[config.mk]
export PLATFORM = sky130hd
export DESIGN_NAME = cond_branch_unit
export DESIGN_NICKNAME = d
export VERILOG_FILES = /design/src/rtl/cond_branch_unit.sv
export SDC_FILE = /design/constraint.sdc
export NUM_CORES = 1
export LEC_CHECK = 0
export ABC_AREA = 1
export CORE_AREA = 2 2 74 147
export CTS_CLUSTER_DIAMETER = 80
export CTS_CLUSTER_SIZE = 28
export DETAILED_ROUTE_END_ITERATION = 8
export DIE_AREA = 0 0 76 149
export PLACE_DENSITY = 0.67
export SYNTH_ARGS = -nofsm -noshare
export SYNTH_HDL_FRONTEND = slang
export SYNTH_SLANG_ARGS = --single-unit
[constraint.sdc]
create_clock -name clk -period 2.05 [get_ports clk]
set_input_delay 0.615 -clock clk [delete_from_list [all_inputs] [get_ports clk]]
set_output_delay 0.615 -clock clk [all_outputs]
set_load 0.005 [all_outputs]
[src/rtl/cond_branch_unit.sv]
// Branch condition unit: holds architectural NZCV, evaluates B.cond with a
// same-cycle bypass from the older EX instruction, and registers the outcome.
module cond_branch_unit #(
   parameter int CNT_W = 32
) (
   input  logic             clk,
   input  logic             reset,
   input  logic             ex_valid,
   input  logic             ex_write_flags,
   input  logic [3:0]       ex_nzcv,
   input  logic             br_valid,
   input  logic             br_is_cond,
   input  logic [3:0]       br_cond,
   input  logic             stall,
   input  logic             flush,
   output logic [3:0]       nzcv_q,
   output logic             taken_valid,
   output logic             taken,
   output logic [CNT_W-1:0] branch_count,
   output logic [CNT_W-1:0] taken_count
);

   typedef struct packed {
      logic       is_cond;
      logic [3:0] cond;
   } br_req_t;

   br_req_t    br_req;
   logic       ex_flags;
   logic       flag_we;
   logic       br_acc;
   logic       hold;
   logic [3:0] eff;
   logic       n, z, c, v;
   logic       cond_true;

   assign br_req   = '{is_cond: br_is_cond, cond: br_cond};
   assign ex_flags = ex_valid & ex_write_flags & ~flush;
   assign flag_we  = ex_flags & ~stall;
   assign br_acc   = br_valid & ~stall & ~flush;
   // Flush wins over stall, so only a clean stall freezes the result.
   assign hold     = stall & ~flush;

   // ex_* is always older than br_*, so its flags feed this cycle's branch.
   assign eff          = ex_flags ? ex_nzcv : nzcv_q;
   assign {n, z, c, v} = eff;

   always_comb begin
      cond_true = 1'b1;
      if (br_req.is_cond) begin
         unique case (br_req.cond)
            4'h0:    cond_true = z;
            4'h1:    cond_true = ~z;
            4'h2:    cond_true = c;
            4'h3:    cond_true = ~c;
            4'h4:    cond_true = n;
            4'h5:    cond_true = ~n;
            4'h6:    cond_true = v;
            4'h7:    cond_true = ~v;
            4'h8:    cond_true = c & ~z;
            4'h9:    cond_true = ~(c & ~z);
            4'hA:    cond_true = (n == v);
            4'hB:    cond_true = (n != v);
            4'hC:    cond_true = ~z & (n == v);
            4'hD:    cond_true = ~(~z & (n == v));
            default: cond_true = 1'b1;
         endcase
      end
   end

   always_ff @(posedge clk or negedge reset) begin
      if (!reset) begin
         nzcv_q       <= '0;
         taken_valid  <= 1'b0;
         taken        <= 1'b0;
         branch_count <= '0;
         taken_count  <= '0;
      end else begin
         if (flag_we) nzcv_q <= ex_nzcv;
         if (br_acc) begin
            taken_valid  <= 1'b1;
            taken        <= cond_true;
            branch_count <= branch_count + CNT_W'(1);
            taken_count  <= taken_count + CNT_W'(cond_true);
         end else if (!hold) begin
            taken_valid <= 1'b0;
            taken       <= 1'b0;
         end
      end
   end

endmodule

==> results.md, run 1 <==
- Status: finished with violations
- Failing checks: negative setup slack
- GR Util All Layers: 19.67%
- Fin crit period: 2.403 ns
- Async SR Flop Fraction: 100.0%
- Netlist cell types: 32
- Area Overhead vs Synth: 57.16%
- Core area: 0.01028 mm^2
- Max-slew violations: 0
- Syn Inst Count: 499
- Setup violators final: 30
- Worst-path clk slew: 0.06 ns
- Clock Tree Root: clkbuf_16
- Mapped Area: 0.004030 mm^2
- Reg2reg start: nzcv_q[0]$_DFFE_PN0P_
- Detail Route Antenna Nets: 0
- NetSw: 1115 uW
- CP top delay family: simple AND/OR/NAND/NOR gates
- Total CTS buffers: 9
- Reg area: 0.001753 mm^2
- Syn Area/Cell: 8.076 um^2
- Setup total negative slack: -7.321 ns
- Clk_lat worst skew: 0.33 ns
- RSZ-0062 raised after global routing: true
- Die Ht: 149 um
- Initial DRC Count: 172
- Avg Vias per Cell: 4.723
- Detail Placement HPWL: 7.999 mm
- Critical setup path kind: in -> reg
- DRC: 0
- Max Cap Viol: 0
- Worst Path Buf+Inv: 4
- Fin crit share: 117.2%
- Switching share of power: 26.14%
- FILL cells: 874
- Yosys warns: 0
- Slew @ Worst Pin: 0.6899 ns
- Multi-input logic area: 0.002347 mm^2
- Combinational power share: 19.7%
- Flop pwr share: 38.4%
- Worst path cell trace: dlygate4sd2_1 > nand4_1 > nand2_2 > nand2_2 > nand2_2 > nand2_1 > o21ai_1 > nor2_1 > nand2_2 > ha_4 > nand3_4 > buf_6 > nor3_4 > buf_4 > buf_6 > nand3_4 > xor2_1
- Final hold vios: 0
- IO buf count: 85
- Clock Sinks: 70
- Clock skew: 0.007431 ns
- WP data arrival: 2.61 ns
- Worst IR drop on VDD: 0.6249 mV
- RePlAce Congestion: 0.9064
- CTS H-tree lvls: 3
- Vias: 3807
- WL/cell: 13.53 um
- CTS max path bufs: 2
- Worst stage delay on the critical path: 0.24 ns
- DP Worst Slack: -1.142 ns
- FF-to-FF path depth: 17
- Fmax: 0.4162 GHz
- Worst path required time: 2.26 ns
- #FFs+latches synth: 70
- Initial antenna violation count: 0
- # rows: 53
- Clock Power Share: 41.9%
- R2R setup slack: -0.20 ns
- LEAKAGE: 0.003111 uW
- Final hold slack: 0.1859 ns
- Main synth FF type: dfrtp_1
- HP Class: in -> async
- Share of cells above drive strength 1: 28.25%
- DIE WIDTH: 76 um
- Antenna fix cells: 0
- Nature of the critical path startpoint: input port
- Vias in the first global route: 3747
- First-pass DRT Iterations: 6
- Global-route wire length before repair: 18.09 mm
- Critical Path End Type: flop
- CTS tree: built
- Int Pwr: 3151 uW
- Sequential share of the synthesized area: 43.46%
- PwrDens: 673.6 mW/mm^2
- Synthesized Nets: 518
- Post-synth EDFFs: 0
- Slowest cell on the critical path: dlygate4sd2_1
- I/O pin count: 86
- CP most frequent cell: nand2_2
- Die area: 0.01132 mm^2
- Remaining Overflow, GRT: 0
- RR Endpoint: taken_count[13]$_DFFE_PN0P_
- Largest net degree at the start of global routing: 28
- Post-route setup slack: -0.3527 ns
- Drt total wl: 10.90 mm
- Initial Util: 39.21%
- Max transition margin: 53.65%
- Worst-path fanout max: 4
- Final nets: 683
## power by group through the flow
stage          logic (uW)  registers, uW  clock network (uW)
6_report              839           1640                1790
5_1_grt               917           1660                1880
4_1_cts               764           1630                1820
3_5_place_dp          704           1650                   0
3_3_place_gp          697           1650                   0
2_1_floorplan         262           1640                   0
## registers in the layout (all words and copies together) (netlist names)
signal        count
branch_count     32
nzcv_q            4
taken             1
taken_count      32
taken_valid       1
## cell type report
cell class                 instances  area share, %
inverter                          63          4.188
multi-input combinational        364          37.06
tap                              137          2.706
timing repair buffer             156          23.01
clock buffer                      11          3.674
clock inverter                     5          1.679
sequential                        70          27.68
## metrics by stage
| stage | power [uW] | area [um^2] | utilization, % | instances |
|---|---|---|---|---|
| finish | 4266 | 6334 | 61.62 | 806 |
| global placement | 2350 | 5560 | 54.10 | 770 |
| floorplan | 1906 | 4131 | - | 499 |
| detailed placement | 2355 | 5560 | 54.10 | 770 |
| global route | 4454 | 6334 | 61.62 | 806 |
| CTS | 4221 | 6095 | 59.29 | 796 |
## worst max path at each step
stage | start | endpoint | slack, ns | depth (start not counted)
finish | ex_nzcv[3] | taken_count[13]$_DFFE_PN0P_ | -0.35 | 17
global route | flush | taken_count[19]$_DFFE_PN0P_ | -0.49 | 19
CTS | ex_valid | taken_count[25]$_DFFE_PN0P_ | -0.38 | 19
detailed placement | ex_write_flags | taken_count[19]$_DFFE_PN0P_ | -1.14 | 20
global placement | ex_write_flags | taken_count[23]$_DFFE_PN0P_ | -1.07 | 20
floorplan | flush | taken_count[23]$_DFFE_PN0P_ | -0.34 | 19
## synthesized netlist by cell type, types with 2 or more instances
cell type	number	area, um^2
dfrtp_1	70	1752
ha_1	3	37.54
inv_1	60	225.2
inv_2	2	7.510
nand2_1	141	529.3
nand2_2	6	37.54
nand2_4	4	45.04
nand3_1	33	165.2
nand3_2	2	20.02
nand4_1	16	100.1
nand4_2	2	25.02
nor2_1	46	172.7
nor2_2	4	25.02
nor2_4	6	67.56
nor3_1	21	105.1
nor3_2	2	20.02
nor3_4	3	48.80
nor4_1	2	12.51
o21ai_0	9	45.04
xnor2_1	19	166.4
xor2_1	37	324.1
## what timing repair did
action / CTS / global route
pin swaps: 43 / 45
hold buffers: 0 / 0
endpoints found under the setup margin: 46 / 37
buffers inserted: 12 / 15
resized for setup: 70 / 60
## cell families after synthesis
family | count (synthesis) | share of synthesized area, %
AND/OR/NAND/NOR | 293 | 35.67
XOR/XNOR | 56 | 12.17
multiplexers | 1 | 0.2794
adder cells (fa/ha/maj) | 3 | 0.9315
flip-flops | 70 | 43.46
AO/OA/AOI/OAI | 11 | 1.366
buffers and inverters | 65 | 6.116
## cells in the final DEF (no fill, tap or decap), types with 3 or more instances in the layout
cell type	instances
nand2_1	115
clkdlybuf4s50_1	70
dfrtp_1	69
buf_4	55
inv_1	54
xor2_1	36
nor2_1	35
nand2_2	26
nand3_1	26
nor3_1	19
xnor2_1	18
nand4_1	16
buf_6	15
nor2_4	12
nand2_4	10
nor2_2	9
clkbuf_16	9
inv_2	7
nand3_4	6
o21ai_1	6
nor3_4	5
nand3_2	4
o21ai_0	4
buf_12	4
clkbuf_2	4
bufinv_16	3
dlymetal6s2s_1	3
## routing by layer
| layer | wire length [um] | global-route usage, % |
|---|---|---|
| met1 | 4837 | 25.57 |
| met2 | 5395 | 32.95 |
| met3 | 429 | 3.571 |
| met4 | 240 | 7.000 |
| met5 | 0 | 0 |
(Power assumes the default switching activity.)
==> run 2, diff against run 1 <==
Settings changed: CORE_AREA 2 2 74 147 to 4 4 76 149, DIE_AREA 0 0 76 149 to 0 0 80 153, DONT_BUFFER_PORTS set to 1, MAX_ROUTING_LAYER set to met4, PLACE_DENSITY 0.67 to not set.
==> run 2 against run 1 <==
  * The flow finishes with violations (negative hold slack, negative setup slack)
  * Global-route usage fell by 0.44 points
  * Clock skew barely moved
  * Routed wire length rose by 1.7%
  * Core utilization fell by 11 points
  * Worst hold slack got worse by 0.20 ns
  * Design area fell by 19%
  * Sequential share of layout area rose by 6.5 points
  * Register-to-register slack barely moved
  * Via count fell by 9.1%
  * Sequential power rose by 2%
  * Final cell count fell by 14%
  * Critical path type unchanged
==> results.md, run 2 (synthesis results as in run 1) <==
- CTS max path bufs: 2 (unchanged)
- LEAKAGE: 0.002611 uW (-16%)
- Clk_lat worst skew: 0.33 ns (about the same)
- Worst-path clk slew: 0.05 ns (about the same)
- Setup violators final: 19 (-37%)
- Detail Route Antenna Nets: 0 (unchanged)
- Worst IR drop on VDD: 0.5463 mV (-13%)
- Drt total wl: 11.09 mm (+1.7%)
- Initial antenna violation count: 0 (unchanged)
- Clock skew: 0.007402 ns (-0.00002917 ns)
- Most frequent cells in the layout: nand2_1, dfrtp_1, inv_1
- Dpl cells: 668 (-13%)
- Avg Vias per Cell: 4.994 (+5.7%)
- Global-route wire length before repair: 17.83 mm (-1.4%)
- Antenna fix cells: 0 (unchanged)
- DRC: 0 (unchanged)
- Final hold slack: -0.01783 ns (-0.2037 ns)
- Share of cells above drive strength 1: 24.37% (-3.9 points)
- DP Worst Slack: -0.5852 ns (+0.5570 ns)
- Area Overhead vs Synth: 27.29%
- Clock Sinks: 70 (unchanged)
- Top flop regs: branch_count x32, taken_count x32, nzcv_q x4
- Slew @ Worst Pin: 0.6644 ns (-0.02556 ns)
- Non-Filler Instances: 693 (-14%)
- Clock Power Share: 41.3% (-0.6 points)
- CTS tree: built
- Nature of the critical path startpoint: input port
- Fin crit share: 110.9% (-6.3 points)
- Max-slew violations: 0 (unchanged)
- Max transition margin: 55.37% (+1.7 points)
- WL/cell: 16.00 um (+18%)
- Largest net degree at the start of global routing: 71 (+150%)
- Post-route setup slack: -0.2236 ns (+0.1292 ns)
- Crit path to: taken_count[23]$_DFFE_PN0P_
- Int Pwr: 2641 uW (-16%)
- RePlAce Congestion: 0.9166 (+1.1%)
- Die Ht: 153 um (+2.7%)
- Critical setup path kind: in -> reg
- Initial DRC Count: 148 (-14%)
- WP data arrival: 2.48 ns (-0.13 ns)
- Fin crit period: 2.274 ns (-0.1292 ns)
- RR Endpoint: taken_count[23]$_DFFE_PN0P_
- RSZ-0062 raised after global routing: true
- Clock Tree Root: clkbuf_16
- Vias in the first global route: 3668 (-2.1%)
- PwrDens: 703.1 mW/mm^2 (+4.4%)
- Reg2reg start: nzcv_q[0]$_DFFE_PN0P_
- Core area: 0.01015 mm^2 (-1.3%)
- CTS H-tree lvls: 3 (unchanged)
- First-pass DRT Iterations: 4 (-2)
- Final hold vios: 70 (+70)
- Max Cap Viol: 0 (unchanged)
- Fmax: 0.4398 GHz (+5.7%)
- FILL cells: 988 (+13%)
- Total CTS buffers: 9 (unchanged)
- Detail Placement HPWL: 8.491 mm (+6.2%)
- Critical Path Start: br_cond[3]
- Switching share of power: 26.77% (+0.63 points)
- Status: finished with violations
- Die area: 0.01224 mm^2 (+8.1%)
- Remaining Overflow, GRT: 0 (unchanged)
- IO buf count: 0 (-100%)
- GR Util All Layers: 19.23% (-0.44 points)
- FF-to-FF path depth: 18 (+1)
- Vias: 3461 (-9.1%)
- Flop pwr share: 46.6% (+8.2 points)
- Critical Path End Type: flop
- Initial Util: 39.71% (+0.50 points)
- Failing checks: negative hold slack, negative setup slack
- Combinational power share: 12.2% (-7.5 points)
- R2R setup slack: -0.20 ns (about the same)
- NetSw: 965.6 uW (-13%)
- Worst path required time: 2.26 ns (about the same)
- # rows: 52 (-1.9%)
- Commonest non-fill, non-tap cell in the layout: nand2_1
- Setup total negative slack: -1.888 ns (+5.433 ns)
- Utilization after layout: 50.54% (-11 points)
- Final nets: 573 (-16%)
- I/O pin count: 86 (unchanged)
- DIE WIDTH: 80 um (+5.3%)
- HP Class: in -> async
- Worst-path fanout max: 4 (unchanged)
run 2: timing repair:
action                     4_1_cts  5_1_grt
setup endpoints to repair       24       29
setup buffers                    3        7
hold endpoints to repair        70       70
gates resized for setup          8       40
pin swaps                        7       20
run 2: worst min-delay path by stage:
stage | start | endpoint | slack [ns]
floorplan | reset | branch_count[0]$_DFFE_PN0P_ | 0.32
global placement | reset | branch_count[11]$_DFFE_PN0P_ | 0.32
detailed placement | reset | branch_count[11]$_DFFE_PN0P_ | 0.32
CTS | reset | branch_count[5]$_DFFE_PN0P_ | -0.03
global route | reset | branch_count[6]$_DFFE_PN0P_ | -0.04
finish | reset | branch_count[5]$_DFFE_PN0P_ | -0.02
run 2: worst max-delay path, stage by stage:
cell and delay, ns:
inv_1 0.04, nor2_2 0.14, inv_1 0.09, nor2_2 0.13, nand3_2 0.08, nand2_1 0.05
nor2_1 0.04, nand2_1 0.06, nor2_2 0.04, nand2_2 0.08, ha_4 0.17, nand3_4 0.11
nor2_4 0.17, nand2_4 0.07, nor2_4 0.11, nand2_4 0.07, nor3_4 0.21, nand2_2 0.07
xnor2_1 0.12
run 2: layout make-up:
| type | instances | area [um^2] | area share (%) |
|---|---|---|---|
| well taps | 135 | 168.9 | 3.293 |
| flip-flops and latches | 70 | 1752 | 34.15 |
| multi-input cells | 364 | 2278 | 44.41 |
| clock buffers | 15 | 287.8 | 5.610 |
| repair buffers | 46 | 380.4 | 7.415 |
| inverters | 63 | 262.8 | 5.122 |
run 2: through the flow:
stage | total power (uW) | instance area [um^2]
3_3_place_gp | 2073 | 4574
5_1_grt | 3770 | 5130
3_5_place_dp | 2085 | 4574
4_1_cts | 3594 | 4922
6_report | 3607 | 5130
2_1_floorplan | 1906 | 4131
run 2: power groups by stage:
stage	Combinational, uW	Clock (uW)	Sequential (uW)
after global placement	369	0	1700
after detailed placement	379	0	1710
after global routing	481	1580	1710
final	438	1490	1680
after floorplan	262	0	1640
after CTS	390	1520	1680
run 2: layer usage:
metal | wire (um) | global-route usage [%]
met5 | 0 | -
met4 | 471 | 9.267
met3 | 703 | 6.007
met2 | 6264 | 34.61
met1 | 3646 | 17.69
==> run 3, diff against run 2 <==
Settings changed: CAP_MARGIN set to 20, GPL_TIMING_DRIVEN set to 0.
==> run 3 against run 2 <==
  * The run still ends with negative hold slack, negative setup slack left
  * Final cell count decreased by 4.3%
  * Design area decreased by 6.2%
  * Combinational power decreased by 17%
  * Fmax about the same
  * Worst hold slack got worse by 0.0031 ns
  * Total power decreased by 3.9%
  * Sequential share of layout area increased by 2.3 points
  * Critical path depth decreased by 3
  * Largest cell class unchanged
  * Routed wire length decreased by 5.9%
==> results.md, run 3 (synthesis results as in run 1) <==
- Remaining Overflow, GRT: 0 (unchanged)
- CTS H-tree lvls: 3 (unchanged)
- GR Util All Layers: 18.49% (-0.74 points)
- Final instance area: 0.004813 mm^2 (-6.2%)
- Detail Placement HPWL: 7.963 mm (-6.2%)
- Fin crit share: 110.8% (about the same)
- Die area: 0.01224 mm^2 (unchanged)
- Slowest cell on the critical path: dfrtp_1
- Status: finished with violations
- Failing checks: negative hold slack, negative setup slack
- Core area: 0.01015 mm^2 (unchanged)
- Initial DRC Count: 147 (-0.68%)
- Post-route setup slack: -0.2219 ns (+0.001669 ns)
- Top flop regs: branch_count x32, taken_count x32, nzcv_q x4
- Top routing layer in use: met4
- DRC: 0 (unchanged)
- Non-Filler Instances: 663 (-4.3%)
- Fmax: 0.4402 GHz (about the same)
- Worst-path clk slew: 0.06 ns (about the same)
- Critical setup path kind: reg -> reg
- R2R setup slack: -0.22 ns (-0.02 ns)
- Setup violators final: 27 (+8)
- Most frequent cells in the layout: nand2_1, dfrtp_1, inv_1
- Total CTS buffers: 9 (unchanged)
- WL/cell: 15.74 um (-1.6%)
- Max Cap Viol: 0 (unchanged)
- RePlAce Congestion: 0.8525 (-7.0%)
- PwrDens: 720.4 mW/mm^2 (+2.5%)
- # rows: 52 (unchanged)
- Initial Util: 39.71% (unchanged)
- CTS tree: built
- Drt total wl: 10.44 mm (-5.9%)
- Worst path cell trace: inv_1 > nand2_1 > nand2_2 > nand2_2 > nand2_2 > nand2_1 > o21ai_1 > nor2_1 > nand2_1 > ha_4 > buf_4 > ha_4 > nand3_4 > nor3_4 > buf_4 > xor2_1
- Initial antenna violation count: 0 (unchanged)
- Dpl cell area: 0.004300 mm^2 (-6.0%)
- CTS max path bufs: 2 (unchanged)
- Share of cells above drive strength 1: 17.99% (-6.4 points)
- Largest net degree at the start of global routing: 71 (unchanged)
- Met1 wire length: 3.494 mm (-4.2%)
- Antenna fix cells: 0 (unchanged)
- Avg Vias per Cell: 5.090 (+1.9%)
- Commonest non-fill, non-tap cell in the layout: nand2_1
- HP Class: in -> async
- Slew @ Worst Pin: 0.6262 ns (-0.03813 ns)
- I/O pin count: 86 (unchanged)
- Worst path required time: 2.30 ns (+0.04 ns)
- Area Overhead vs Synth: 19.44%
- Worst stage delay on the critical path: 0.43 ns (+0.22 ns)
- Final hold slack: -0.02095 ns (-0.003114 ns)
- Nature of the critical path startpoint: flop
- Vias: 3375 (-2.5%)
- Vias in the first global route: 3500 (-4.6%)
- Die Ht: 153 um (unchanged)
- FILL cells: 1003 (+1.5%)
- Max-slew violations: 0 (unchanged)
- Worst-path fanout max: 5 (+1)
- Global-route wire length before repair: 17.15 mm (-3.8%)
- Met2 routed WL: 5.823 mm (-7.0%)
- Clock Tree Root: clkbuf_16
- Clock skew: 0.005880 ns (-0.001522 ns)
- Dpl cells: 634 (-5.1%)
- First-pass DRT Iterations: 6 (+2)
- Max transition margin: 57.87% (+2.5 points)
- Clock Sinks: 70 (unchanged)
- Clk_lat worst skew: 0.33 ns (about the same)
- Worst IR drop on VDD: 0.4727 mV (-13%)
- Final nets: 543 (-5.2%)
- Fin crit period: 2.272 ns (-0.001669 ns)
- Met3 wire length: 753 um (+7.1%)
- WP data arrival: 2.53 ns (+0.05 ns)
- Final hold vios: 70 (unchanged)
- RSZ-0062 raised after global routing: true
- Detail Route Antenna Nets: 0 (unchanged)
- DIE WIDTH: 80 um (unchanged)
- LEAKAGE: 0.002428 uW (-7.0%)
- Critical Path End Type: flop
- IO buf count: 0 (unchanged)
[run 3: changes by cell type in the layout (fill, tap and decap cells not counted), moves of 2 or more]
cell      before  now
buf_4         39   10
nand2_2       21   16
xor2_1        37   35
clkbuf_1       2    4
clkbuf_8       4    2
o21ai_0        7    5
nand3_2        4    2
o21ai_1        2    5
buf_6          6    4
nand3_1       27   30
xor2_2         0    2
nand2_1      122  128
[run 3: critical path: cells and delay by family, from the launching register on]
family	cells	cell delay, ns
compound gates	1	0.08
simple gates	9	0.86
buf+inv	3	0.35
xor+xnor	1	0.13
fa+ha+maj	2	0.34
flops	1	0.43
[run 3: what timing repair did]
action	in CTS	in global routing
setup endpoints to repair	26	31
hold endpoints to repair	70	70
gates cloned	0	0
pin swaps	21	4
gates resized for setup	16	20
buffers inserted	10	4
[run 3: per-layer routing]
layer  track usage, %  vias up
met4            8.139        0
met2            32.95      110
met1            17.38     1616
li1                 -     1622
met5                -        -
met3            6.243       27
[run 3: report_power, final]
| part | internal (uW) | leakage [uW] | switching [uW] | total, uW |
|---|---|---|---|---|
| clock network | 877 | 0.000133 | 541 | 1420 |
| logic | 164 | 0.00140 | 200 | 364 |
| registers | 1490 | 0.000896 | 199 | 1690 |
[run 3: through the flow]
| stage | util (%) | setup TNS (ns) | worst slack (ns) | power [uW] | hold slack (ns) |
|---|---|---|---|---|---|
| finish | 47.42 | -3.628 | -0.2219 | 3467 | -0.02095 |
| global route | 47.42 | -8.422 | -0.4031 | 3664 | -0.03860 |
| CTS | 46.46 | -3.498 | -0.2988 | 3535 | -0.03879 |
| detailed placement | 42.37 | -13.51 | -0.6815 | 2030 | 0.3218 |
| global placement | 42.37 | -11.75 | -0.6141 | 2014 | 0.3216 |
| floorplan | - | -4.076 | -0.3369 | 1906 | 0.3194 |
[run 3: final timing paths]
path,cells after the start,start,end
worst max register to register,16,nzcv_q[0]$_DFFE_PN0P_,taken_count[18]$_DFFE_PN0P_
max in group asynchronous,0,reset,taken_count[8]$_DFFE_PN0P_
min in group clk,1,ex_nzcv[1],nzcv_q[1]$_DFFE_PN0P_
worst min-delay path,0,reset,branch_count[5]$_DFFE_PN0P_
worst max-delay path,16,nzcv_q[0]$_DFFE_PN0P_,taken_count[18]$_DFFE_PN0P_
worst min register to register,1,branch_count[28]$_DFFE_PN0P_,branch_count[28]$_DFFE_PN0P_
[run 3: layout make-up]
class | instances | area, um^2 | share of cell area (%)
repair buffers | 14 | 120.1 | 2.495
flip-flops and latches | 70 | 1753 | 36.42
inverters | 63 | 262.8 | 5.459
clock buffers | 14 | 264.0 | 5.485
plain buffers | 2 | 8.758 | 0.1820
multi-input cells | 364 | 2231 | 46.35
well taps | 135 | 168.9 | 3.509
clock inverters | 1 | 5.005 | 0.1040
